File: config.mk
export PLATFORM = sky130hd
export DESIGN_NAME = seg_scan_mux_flat
export DESIGN_NICKNAME = d
export VERILOG_FILES = /design/src/rtl/seg_scan_mux_if.sv /design/src/rtl/seg_scan_mux.sv /design/src/flat_wrapper.sv
export SDC_FILE = /design/constraint.sdc
export NUM_CORES = 1
export LEC_CHECK = 0
export ABC_AREA = 1
export CAP_MARGIN = 20
export CORE_AREA = 2 2 95 115
export CTS_BUF_LIST = sky130_fd_sc_hd__clkbuf_2
export CTS_CLUSTER_SIZE = 8
export DETAILED_ROUTE_END_ITERATION = 10
export DIE_AREA = 0 0 97 117
export GPL_ROUTABILITY_DRIVEN = 1
export GPL_TIMING_DRIVEN = 0
export PLACE_DENSITY = 0.78
export RECOVER_POWER = 50
export SLEW_MARGIN = 40
export SYNTH_ARGS = -nofsm -noshare
export SYNTH_HDL_FRONTEND = slang
export SYNTH_SLANG_ARGS = --single-unit
File: constraint.sdc
create_clock -name i_clk -period 1.7 [get_ports i_clk]
set_input_delay 0.255 -clock i_clk [delete_from_list [all_inputs] [get_ports i_clk]]
set_output_delay 0.255 -clock i_clk [all_outputs]
set_load 0.02 [all_outputs]
File: src/rtl/seg_scan_mux_if.sv
// seg_scan_mux_if: bundles the display-word load path, the digit enable mask and the
// scan outputs of seg_scan_mux.
//   master : drives load, data_in, digit_en; observes hex, anodes, frame_done, pending
//   slave  : the scan controller side (the reverse directions)
interface seg_scan_mux_if #(
  parameter int unsigned NUM_DIGITS = 8
);
  logic                    load;        // one-cycle strobe: capture data_in
  logic [4*NUM_DIGITS-1:0] data_in;     // digit i = data_in[4i+3:4i], digit 0 rightmost
  logic [NUM_DIGITS-1:0]   digit_en;    // per-digit enable, 0 = dark
  logic [3:0]              hex;         // nibble for the hex-to-7-segment decoder
  logic [NUM_DIGITS-1:0]   anodes;      // active-low digit enables, one-hot-low
  logic                    frame_done;  // pulse after the last digit's slot
  logic                    pending;     // loaded word waiting for the frame boundary

  modport master (
    output load, data_in, digit_en,
    input  hex, anodes, frame_done, pending
  );

  modport slave (
    input  load, data_in, digit_en,
    output hex, anodes, frame_done, pending
  );
endinterface

File: src/rtl/seg_scan_mux.sv
// seg_scan_mux: time-multiplexed scan controller for a multi-digit 7-segment display.
// Holds a NUM_DIGITS-nibble display word, lights one digit per refresh slot through
// active-low anodes and presents that digit's nibble on hex. New words are staged in a
// shadow register and applied only at the frame boundary, so a frame is never torn.
//
// Ports:
//   i_clk    : system clock, all state on the rising edge
//   i_reset  : synchronous, active-high reset
//   io_bus   : seg_scan_mux_if slave (load, data_in, digit_en in;
//              hex, anodes, frame_done, pending out)
//
// Optional feature: define LEADING_ZERO_BLANK_EN to darken leading zero digits
// (digit 0 is never blanked).
module seg_scan_mux #(
  parameter int unsigned NUM_DIGITS  = 8,
  parameter int unsigned REFRESH_DIV = 100000,
  parameter int unsigned CNT_W       = 17
) (
  input logic          i_clk,
  input logic          i_reset,
  seg_scan_mux_if.slave io_bus
);

  localparam int unsigned IdxW  = $clog2(NUM_DIGITS);
  localparam int unsigned WordW = 4 * NUM_DIGITS;

  logic [CNT_W-1:0]      r_cnt;
  logic [IdxW-1:0]       r_idx;
  logic [WordW-1:0]      r_disp;
  logic [WordW-1:0]      r_shadow;
  logic                  r_pending;
  logic [3:0]            r_hex;
  logic [NUM_DIGITS-1:0] r_anodes;
  logic                  r_frame_done;

  logic [CNT_W-1:0]      w_cnt_d;
  logic [IdxW-1:0]       w_idx_d;
  logic [WordW-1:0]      w_disp_d;
  logic [WordW-1:0]      w_shadow_d;
  logic                  w_pending_d;
  logic [3:0]            w_hex_d;
  logic [NUM_DIGITS-1:0] w_anodes_d;

  logic                  w_cnt_end;
  logic                  w_wrap;
  logic [3:0]            w_nibble;
  logic                  w_lit;
  logic [NUM_DIGITS-1:0] w_blank;

  // Leading-zero blank mask, derived purely from the applied display word.
`ifdef LEADING_ZERO_BLANK_EN
  logic w_hi_zero;
  always_comb begin
    w_blank   = '0;
    w_hi_zero = 1'b1;
    for (int i = int'(NUM_DIGITS) - 1; i >= 1; i--) begin
      w_hi_zero  = w_hi_zero && (r_disp[4*i +: 4] == 4'h0);
      w_blank[i] = w_hi_zero;
    end
  end
`else
  assign w_blank = '0;
`endif

  // Refresh timing and word staging.
  always_comb begin
    w_cnt_end   = (r_cnt == CNT_W'(REFRESH_DIV - 1));
    w_wrap      = w_cnt_end && (r_idx == IdxW'(NUM_DIGITS - 1));
    w_cnt_d     = w_cnt_end ? '0 : r_cnt + CNT_W'(1);
    w_idx_d     = r_idx;
    w_disp_d    = r_disp;
    w_shadow_d  = r_shadow;
    w_pending_d = r_pending;

    if (w_cnt_end) begin
      w_idx_d = w_wrap ? '0 : r_idx + IdxW'(1);
    end

    if (w_wrap) begin
      // A load landing on the wrap cycle bypasses the shadow and shows next frame.
      if (io_bus.load) begin
        w_disp_d = io_bus.data_in;
      end else if (r_pending) begin
        w_disp_d = r_shadow;
      end
      w_pending_d = 1'b0;
    end else if (io_bus.load) begin
      w_shadow_d  = io_bus.data_in;
      w_pending_d = 1'b1;
    end
  end

  // Output stage: digit selected by the current index, registered one cycle later.
  always_comb begin
    w_nibble = r_disp[{r_idx, 2'b00} +: 4];
    w_lit    = io_bus.digit_en[r_idx] && !w_blank[r_idx];
    w_hex_d  = w_blank[r_idx] ? 4'h0 : w_nibble;
    w_anodes_d = '1;
    for (int i = 0; i < int'(NUM_DIGITS); i++) begin
      w_anodes_d[i] = !(w_lit && (r_idx == IdxW'(i)));
    end
  end

  always_ff @(posedge i_clk) begin
    if (i_reset) begin
      r_cnt        <= '0;
      r_idx        <= '0;
      r_disp       <= '0;
      r_shadow     <= '0;
      r_pending    <= 1'b0;
      r_hex        <= 4'h0;
      r_anodes     <= '1;
      r_frame_done <= 1'b0;
    end else begin
      r_cnt        <= w_cnt_d;
      r_idx        <= w_idx_d;
      r_disp       <= w_disp_d;
      r_shadow     <= w_shadow_d;
      r_pending    <= w_pending_d;
      r_hex        <= w_hex_d;
      r_anodes     <= w_anodes_d;
      r_frame_done <= w_wrap;
    end
  end

  assign io_bus.hex        = r_hex;
  assign io_bus.anodes     = r_anodes;
  assign io_bus.frame_done = r_frame_done;
  assign io_bus.pending    = r_pending;

endmodule

File: src/flat_wrapper.sv
// flat-port wrapper written by rule: the top's interface ports become plain ports
module seg_scan_mux_flat 
#(
  parameter int unsigned NUM_DIGITS  = 8,
  parameter int unsigned REFRESH_DIV = 100000,
  parameter int unsigned CNT_W       = 17
)
  (i_clk, i_reset, io_bus_load, io_bus_data_in, io_bus_digit_en, io_bus_hex, io_bus_anodes, io_bus_frame_done, io_bus_pending);
  seg_scan_mux_if #(.NUM_DIGITS(NUM_DIGITS)) io_bus_i ();
  input logic i_clk;
  input logic i_reset;
  input wire logic [$bits(io_bus_i.load)-1:0] io_bus_load;
  input wire logic [$bits(io_bus_i.data_in)-1:0] io_bus_data_in;
  input wire logic [$bits(io_bus_i.digit_en)-1:0] io_bus_digit_en;
  output wire logic [$bits(io_bus_i.hex)-1:0] io_bus_hex;
  output wire logic [$bits(io_bus_i.anodes)-1:0] io_bus_anodes;
  output wire logic [$bits(io_bus_i.frame_done)-1:0] io_bus_frame_done;
  output wire logic [$bits(io_bus_i.pending)-1:0] io_bus_pending;
  assign io_bus_i.load = io_bus_load;
  assign io_bus_i.data_in = io_bus_data_in;
  assign io_bus_i.digit_en = io_bus_digit_en;
  assign io_bus_hex = io_bus_i.hex;
  assign io_bus_anodes = io_bus_i.anodes;
  assign io_bus_frame_done = io_bus_i.frame_done;
  assign io_bus_pending = io_bus_i.pending;
  seg_scan_mux #(.NUM_DIGITS(NUM_DIGITS), .REFRESH_DIV(REFRESH_DIV), .CNT_W(CNT_W)) u_core (.i_clk(i_clk), .i_reset(i_reset), .io_bus(io_bus_i));
endmodule
# After elaboration in Yosys (flattened, before gate mapping)
# Memory sizes are Yosys's and may differ from the RTL's. A register that Yosys moved wholly into a read port is not among the register bits.
# Cells that the tools add are included.
[totals]
ff_bits = 98
rom_bits = 8
in_bits = 43
out_inout_bits = 14
elab_cells = 56
mem_count = 1
[memory_table]
columns = ["memory", "depth", "word_bits", "rd", "rd_clocked_by_memory_dff", "wr", "line_no", "source"]
rows = [
  ["(no name shown)", 8, 1, 1, 1, 0, "seg_scan_mux.sv:96", "w_lit = io_bus.digit_en[r_idx] && !w_blank[r_idx];"],
]
[classes]
addsub = 2
order_cmp = 1
eq_ne = 8
shift = 1
n_mux = 8
bitwise = 1
n_reduce_logical = 26
[op_table]
columns = ["cell", "count"]
rows = [
  ["$mux W32", 2],
  ["$shiftx A32 B6 Y4", 1],
  ["$add A17 B1 Y17 const B", 1],
  ["$eq A17 B17 Y1 const B", 1],
  ["$eq A3 B3 Y1 const B", 4],
  ["$logic_and A1 B1 Y1", 10],
  ["$logic_not A1 Y1", 9],
  ["$mux W3", 3],
  ["$eq A3 B2 Y1 const B", 2],
  ["$reduce_or A2 Y1", 3],
  ["$lt A3 B4 Y1 const B", 1],
  ["$reduce_and A2 Y1", 2],
  ["$add A3 B1 Y3 const B", 1],
  ["$bmux W1 S3", 1],
  ["$eq A3 B1 Y1 const B", 1],
  ["$logic_not A3 Y1", 1],
  ["$mux W1", 2],
  ["$reduce_bool A2 Y1", 1],
  ["$not A1 Y1", 1],
]

# Longest topological paths before layout
# Gate-level depths: netlist (run 1).
[depth]
depth_word = 6
ltp_mapped = 11
mapped_depth_nobuf = 10

# Least setup slack after synthesis (run 1)
# OpenSTA, ideal clock, no wires.
[synth_timing]
path_kind = "register to register"
from = "register u_core.r_idx[0]"
to = "register u_core.r_shadow[12]"
arrival_time_ns = 1.502
t_required_ns = 1.585
path_slack_ns = 0.083
path_stages_with_launch = 9
n_path_buf = 3
cell_sequence = "dfxtp_1 ha_1 ha_1 clkbuf_1 nand3_2 buf_6 buf_6 a21oi_1 nor2_1"
[synth_between]
elab_chain_len = 4
[synth_lines]
columns = ["item", "line_no", "source"]
rows = [
  ["from (decl)", "seg_scan_mux.sv:28", "logic [IdxW-1:0] r_idx;"],
  ["from (signal assigned)", "seg_scan_mux.sv:116", "r_idx <= w_idx_d;"],
  ["$eq A3 B3 Y1", "seg_scan_mux.sv:68", "w_wrap = w_cnt_end && (r_idx == IdxW'(NUM_DIGITS - 1));"],
  ["$logic_and A1 B1 Y1", "seg_scan_mux.sv:68", ""],
  ["$not A1 Y1 (no line)", "--", ""],
  ["$reduce_and A2 Y1 (no line)", "--", ""],
  ["to (signal assigned)", "seg_scan_mux.sv:118", "r_shadow <= w_shadow_d;"],
  ["to (decl)", "seg_scan_mux.sv:30", "logic [WordW-1:0] r_shadow;"],
]
# Every way passes these cells.
# A chain may end at the register's enable or synchronous reset.

# Final worst setup path (run 1)
[layout_timing]
from = "register u_core.r_cnt[4]"
to = "register u_core.r_shadow[20]"
[layout_between]
elab_chain_len = 4
[layout_lines]
columns = ["item", "line_no", "source"]
rows = [
  ["from (decl)", "seg_scan_mux.sv:27", "logic [CNT_W-1:0] r_cnt;"],
  ["from (signal assigned)", "seg_scan_mux.sv:115", "r_cnt <= w_cnt_d;"],
  ["$eq A17 B17 Y1", "seg_scan_mux.sv:67", "w_cnt_end = (r_cnt == CNT_W'(REFRESH_DIV - 1));"],
  ["$logic_and A1 B1 Y1", "seg_scan_mux.sv:68", ""],
  ["$not A1 Y1 (no line)", "--", ""],
  ["$reduce_and A2 Y1 (no line)", "--", ""],
]
# Every way passes these cells.

==> flow_metrics.py, run 1 <==
metrics = {
    "synthesis": {
        "ys_ff_latch": 98,
        "yosysWarningCount": 0,
        "yosysTopAreaCell": "dfxtp_1",
        "ys_top_cells_by_area": "dfxtp_1 (39%), nand2_1 (10%), inv_1 (8.0%)",
        "synth_top_area_share_pct": 38.94,
        "synth.avg_cell_area_um2": 6.959,
        "syn_area_um2": 5039,
        "yosysSeqAreaShare_pct": 38.94,
        "syn_nets": 774,
        "ys_types": 28,
        "syn_inst": 724,
    },
    "grt": {
        "track_usage_pct": 22.49,
        "grt_pass1_vias": 4512,
        "globalRouteOverflowTotal": 0,
        "grt_max_degree": 16,
        "grt_pass1_wl_um": 20690,
        "antenna_found_initial": 0,
    },
    "setup_path": {
        "r2r_start": "u_core.r_cnt[4]",
        "worst-endpoint-required_ps": 2190,
        "crit_chain": "nand2_1 -> nor2_1 -> nand2_2 -> nor2_4 -> nand3_4 -> buf_12 -> buf_16 -> a21oi_1 -> nor2_2",
        "setup.worst_path.start": "u_core.r_cnt[4]",
        "ff2ff_path_depth": 9,
        "r2r_setup_slack_ps": -20,
        "end_kind": "flip-flop",
        "start_kind": "flip-flop",
        "cp.depth": 9,
        "crit_fanout": 5,
        "cp.buffers_inverters": 2,
        "r2r-end": "u_core.r_shadow[20]",
        "cpLargestDelayFamily": "simple AND/OR/NAND/NOR gates",
        "critPathKind": "flip-flop to flip-flop",
        "critPathMaxStageDelay_ps": 480,
        "cp.arrival_ps": 2220,
        "critPathSlowestCell": "dfxtp_1",
    },
    "layout": {
        "synthToLayoutAreaGrowth_pct": 26.12,
        "fillers": 896,
        "seqCellArea_um2": 1968,
        "drive_above_1_share_pct": 16.58,
        "num_antenna_cells": 0,
        "final-instance-count-excl-fill": 937,
        "nets": 853,
        "multiInputGateArea_um2": 2633,
    },
    "clocking": {
        "clk_path_buf_depth": 2,
        "cts_sinks": 98,
        "root_buffer": "clkbuf_2",
        "hold_buffers": 0,
        "htreeDepth": 3,
        "cts_made_buffers": 9,
        "cts.reportedPaths.clkPinSlew_ps": 250,
        "clock_latency_ps": 560,
        "tritoncts": "built",
    },
    "drt": {
        "wl_per_cell_um": 13.80,
        "dr.pass1.iters": 5,
        "vias": 4809,
        "drc_errors": 0,
        "ant_nets": 0,
        "first_iter_violations": 183,
        "via_per_inst": 5.132,
        "drt-total-wl_um": 12930,
    },
    "sta": {
        "post-route-period-util_pct": 101.4,
        "finalMaxSlewViolations": 0,
        "report.final.setup_viol": 1,
        "fmax_mhz": 579.9,
        "rsz0062_at_grt": "yes",
        "worst_clock_skew_ps": 19.92,
        "max_slew_margin_pct": 51.51,
        "fin_crit_ps": 1725,
        "hold_violations": 0,
        "fin_ws_ps": -24.55,
        "tightest_slew_ps": 727.4,
    },
    "place": {
        "placedCellCount": 908,
        "io_buffers": 55,
        "place_congestion": 0.9105,
        "hpwl_um": 8961,
    },
    "die": {
        "rows": 41,
        "num_io_pins": 57,
        "fp.dieH_um": 117,
        "start_util_pct": 48.87,
        "dieArea_um2": 11350,
        "fp.dieW_um": 97,
        "coreArea_um2": 10310,
    },
    "power_and_ir_drop": {
        "combPwrFrac_pct": 12.4,
        "irDropWorstVdd_v": 0.0005512,
        "power_switching_mw": 1.084,
        "leakagePower_nw": 2.838,
        "p_clk_share_pct": 27.7,
        "power_mw": 4.020,
        "p_sw_share_pct": 26.97,
        "seq_power_share_pct": 59.9,
        "power.internal_mw": 2.936,
        "p_per_area_nw_per_um2": 632.6,
    },
    "hold_path": {
        "min_path_cells": 3,
        "hp-start": "io_bus_load",
        "hold_end": "u_core.io_bus.pending",
        "min_path_type": "input pin to flip-flop",
    },
    "flow_run": {
        "maxCapViolations": 0,
    },
    "outcome": {
        "violations": "negative setup slack",
        "status": "finished, violations left",
    },
}
==> through the flow <==
| stage | cell area, µm² | util, % | hold WS, ps | worst slack (ps) | TNS (ps) |
|---|---|---|---|---|---|
| finish | 6355 | 61.63 | 54.84 | -24.55 | -24.55 |
| global route | 6355 | 61.63 | 41.50 | -137.3 | -4145 |
| CTS | 6238 | 60.50 | 14.05 | -116.2 | -637.8 |
| detailed placement | 5751 | 55.77 | 446.9 | -331.0 | -17990 |
| global placement | 5751 | 55.77 | 429.2 | -266.5 | -15080 |
| floorplan | 5039 | - | 327.4 | 82.73 | 0 |
==> cell families after synthesis <==
logic type | after synthesis | synth area share, %
and+or+nand+nor | 332 | 29.87
buffers and inverters | 164 | 13.31
DFF | 98 | 38.94
AOI/OAI and AO/OA | 83 | 8.393
muxes | 32 | 6.357
xor gates and xnor gates | 8 | 1.391
adders and majority gates | 7 | 1.738
==> worst max path at each step <==
stage / end
floorplan: u_core.r_shadow[12]
global placement: u_core.r_idx[2]
detailed placement: u_core.r_idx[0]
CTS: u_core.r_shadow[11]
global route: u_core.r_shadow[20]
finish: u_core.r_shadow[20]
==> registers in the layout, summed over array words and instances (netlist names) <==
register and cells:
u_core.r_cnt 17, u_core.io_bus.hex 4, u_core.r_idx 3, u_core.io_bus.pending 1
u_core.r_disp 32, u_core.r_shadow 32, u_core.io_bus.anodes 8, u_core.io_bus.frame_done 1
==> cell usage after synthesis (all sizes together) <==
library cell    n
xor2            8
nor3b           1
ha              7
a31oi           4
nand3          49
nand4          41
inv           115
nor3            4
or2             3
o22ai           2
dfxtp          98
clkbuf         21
clkinv          2
buf            26
mux2i          32
nor2           98
o21ai          22
a21oi          55
nand2         136
==> power by group through the flow <==
stage	sequential, mW	combinational (mW)	clock, mW
after global routing	2.42	0.547	1.23
final	2.41	0.500	1.11
after detailed placement	2.44	0.455	0
after global placement	2.44	0.439	0
after floorplan	2.44	0.269	0
after CTS	2.40	0.474	1.13
==> per-layer routing <==
layer | track usage [%] | share of wire, % | up-vias
met5 | 0 | 0 | -
met1 | 25.52 | 41 | 2188
met4 | 11.27 | 3.1 | 0
met3 | 3.563 | 4.4 | 30
met2 | 41.44 | 52 | 146
li1 | - | - | 2445
==> cells in the final DEF, fill, tap and decap left out, drive strengths merged, types with 7 or more instances in the layout <==
cell | synthesis | routed
clkinv | 2 | 7
nor2 | 98 | 98
inv | 115 | 115
o21ai | 22 | 22
buf | 26 | 41
nand3 | 49 | 49
clkbuf | 21 | 29
dfxtp | 98 | 98
clkdlybuf4s50 | 0 | 41
xor2 | 8 | 8
nand4 | 41 | 41
ha | 7 | 7
nand2 | 136 | 136
mux2i | 32 | 32
dlygate4sd2 | 0 | 14
a21oi | 55 | 55
==> worst min-delay path, stage by stage <==
cell,delay [ps]
buf_2,150
nor2_1,130
nor2_1,60
==> layout make-up <==
class | instances | area share (%)
multi-input combinational | 462 | 41.43
sequential | 98 | 30.97
timing repair buffer | 70 | 11.66
inverter | 117 | 6.930
buffer | 45 | 4.784
tap | 129 | 2.540
clock inverter | 6 | 0.9057
clock buffer | 10 | 0.7876
==> timing repair <==
action                                  in CTS  in global routing
pin swaps                                   14                 17
hold endpoints to repair                     0                  0
endpoints found under the setup margin      97                 83
resized for setup                           72                 48
buffers inserted                             7                  0
cloned                                       7                  2
(Power assumes the default switching activity.)
==> inputs of run 2 (changes only) <==
Settings changed: CORE_AREA 2 2 95 115 to 5 5 98 118, DIE_AREA 0 0 97 117 to 0 0 103 123.
==> run 2 against run 1 <==
Against the previous run:
- the flow still finishes with violations (negative setup slack)
- clock power decreased by 13%
- sequential cell count unchanged
- sequential share of layout area shrank 0.76 points
- worst setup slack lost 170 ps
- clock skew is 21 ps higher
- final cell count is 1.3% higher
- total power is 3.4% lower
- via count increased by 1.1%
- count of clock-buffer cells in the layout decreased by 1
- utilization up 1.2 points
- sequential power is essentially flat
- critical endpoint is now u_core.r_shadow[5]
==> flow_metrics.py, run 2 (same netlist as run 1, synthesis figures left out) <==
metrics = {
    "setup_path": {
        "cp.depth": 12,
        "critPathKind": "flip-flop to flip-flop",
        "cp.arrival_ps": 2420,
        "setup.worst_path.start": "u_core.r_cnt[0]",
        "cpLargestDelayFamily": "simple AND/OR/NAND/NOR gates",
        "end_kind": "flip-flop",
        "r2r-end": "u_core.r_shadow[5]",
        "crit_fanout": 5,
        "crit_end": "u_core.r_shadow[5]",
        "r2r_start": "u_core.r_cnt[0]",
        "cp.buffers_inverters": 4,
        "critPathSlowestCell": "dfxtp_2",
        "worst-endpoint-required_ps": 2230,
        "ff2ff_path_depth": 12,
        "r2r_setup_slack_ps": -200,
        "crit_chain": "ha_4 -> nand2_4 -> nor2_4 -> nand2_2 -> nor2_4 -> buf_6 -> nand3_4 -> buf_12 -> buf_12 -> buf_8 -> a21oi_2 -> nor2_1",
        "critPathMaxStageDelay_ps": 420,
        "start_kind": "flip-flop",
    },
    "place": {
        "io_buffers": 55,
        "dpl_cell_area_um2": 5751,
        "hpwl_um": 8600,
        "place_congestion": 0.9057,
        "dp_worst_setup_slack_ps": -300.6,
    },
    "sta": {
        "max_slew_margin_pct": 44.18,
        "finalMaxSlewViolations": 0,
        "report.final.setup_viol": 53,
        "post-route-period-util_pct": 111.6,
        "fmax_mhz": 527.3,
        "rsz0062_at_grt": "yes",
        "hold_violations": 0,
        "tightest_slew_ps": 837.3,
        "worst_clock_skew_ps": 41.33,
        "fin_ws_ps": -196.5,
        "fin_crit_ps": 1897,
    },
    "clocking": {
        "clk_path_buf_depth": 2,
        "tritoncts": "built",
        "cts_made_buffers": 9,
        "cts_sinks": 98,
        "htreeDepth": 3,
        "root_buffer": "clkbuf_2",
        "cts.reportedPaths.clkPinSlew_ps": 270,
        "clock_latency_ps": 590,
    },
    "layout": {
        "drive_above_1_share_pct": 16.97,
        "final_area_um2": 6511,
        "synthToLayoutAreaGrowth_pct": 29.23,
        "nets": 864,
        "layout_commonest_cell": "nand2_1",
        "mostFrequentLayoutCells": "nand2_1 (131), inv_1 (107), nor2_1 (94), dfxtp_1 (94), clkdlybuf4s50_1 (41)",
        "reg_top3": "u_core.r_disp x32, u_core.r_shadow x32, u_core.r_cnt x17",
        "post-route-util_pct": 62.84,
    },
    "die": {
        "dieArea_um2": 12670,
        "start_util_pct": 48.62,
        "fp.dieW_um": 103,
        "fp.dieH_um": 123,
        "rows": 41,
        "num_io_pins": 57,
        "coreArea_um2": 10360,
    },
    "power_and_ir_drop": {
        "irDropWorstVdd_v": 0.0003930,
        "leakagePower_nw": 2.902,
        "p_sw_share_pct": 28.47,
        "seq_power_share_pct": 62.1,
        "power_switching_mw": 1.106,
        "power.internal_mw": 2.778,
        "p_per_area_nw_per_um2": 596.5,
        "combPwrFrac_pct": 13.0,
        "p_clk_share_pct": 24.9,
    },
    "grt": {
        "globalRouteOverflowTotal": 0,
        "track_usage_pct": 21.15,
        "grt_pass1_wl_um": 21080,
        "grt_pass1_vias": 4450,
        "antenna_found_initial": 1,
        "grt_max_degree": 16,
    },
    "drt": {
        "vias": 4861,
        "dr.pass1.iters": 6,
        "first_iter_violations": 262,
        "via_per_inst": 5.122,
        "drc_errors": 0,
        "drt-total-wl_um": 13340,
        "ant_nets": 0,
        "wl_per_cell_um": 14.06,
    },
    "outcome": {
        "violations": "negative setup slack",
        "status": "finished, violations left",
    },
    "hold_path": {
        "min_path_type": "input pin to flip-flop",
    },
    "flow_run": {
        "maxCapViolations": 0,
    },
}
run 2: cell count changes in the layout (fill, tap and decap cells not counted), moves of 8 or more:
cell | before | now
a21oi_1 | 36 | 26
buf_6 | 6 | 15
nand3_2 | 22 | 13
a21oi_2 | 19 | 27
nand3_1 | 25 | 33
run 2: power groups by stage:
stage               clock [mW]  sequential, mW  combinational, mW
floorplan                    0            2.44              0.269
global placement             0            2.44              0.444
detailed placement           0            2.44              0.452
CTS                      0.977            2.41              0.484
global route              1.07            2.42              0.554
finish                   0.966            2.41              0.505
run 2: metal layers:
layer / part of all wire, % / vias to the layer above / routed length (µm) / GRT usage, %
met5: 0 / - / 0 / 0
met1: 42 / 2203 / 5617 / 25.20
met4: 2.8 / 0 / 379 / 9.069
li1: - / 2480 / - / -
met3: 5.4 / 29 / 722 / 3.837
met2: 50 / 149 / 6620 / 36.80
run 2: worst min path at each step:
stage	start	to	cells past startpoint	slack, ps
3_3_place_gp	u_core.r_cnt[0]	u_core.r_cnt[0]	1	440
2_1_floorplan	i_reset	u_core.io_bus.frame_done	1	330
3_5_place_dp	u_core.r_cnt[0]	u_core.r_cnt[0]	1	460
5_1_grt	i_reset	u_core.io_bus.frame_done	2	140
6_report	i_reset	u_core.io_bus.frame_done	2	190
4_1_cts	i_reset	u_core.io_bus.frame_done	2	150
run 2: stage by stage:
| stage | total power, mW | cells | hold slack, ps | TNS, ps |
|---|---|---|---|---|
| final | 3.884 | 949 | 189.2 | -3467 |
| after detailed placement | 2.891 | 908 | 457.5 | -17050 |
| after CTS | 3.868 | 946 | 148.6 | -3935 |
| after global routing | 4.047 | 949 | 135.9 | -10050 |
| after floorplan | 2.705 | 724 | 327.4 | 0 |
| after global placement | 2.880 | 908 | 438.6 | -15580 |
run 2: worst register-to-register path, stage by stage, from the launching register on:
cell	delay, ps
dfxtp_2	420
ha_4	150
nand2_4	60
nor2_4	130
nand2_2	90
nor2_4	130
buf_6	110
nand3_4	110
buf_12	180
buf_12	130
buf_8	130
a21oi_2	130
nor2_1	70
run 2: layout make-up:
type,instances,area (µm²)
fill,896,3851
multi-input combinational,462,2639
sequential,98,1967
timing repair buffer,81,883.3
inverter,117,440.4
buffer,45,336.6
tap,129,161.4
clock buffer,9,45.04
clock inverter,7,36.28
antenna,1,2.502
run 2: repair_timing:
| item | CTS | global route |
|---|---|---|
| pin swaps | 20 | 22 |
| gates cloned | 8 | 2 |
| setup endpoints to repair | 95 | 91 |
| setup buffers | 14 | 3 |
| hold endpoints to repair | 1 | 0 |
| gates resized for setup | 95 | 36 |
| hold buffers | 1 | 0 |
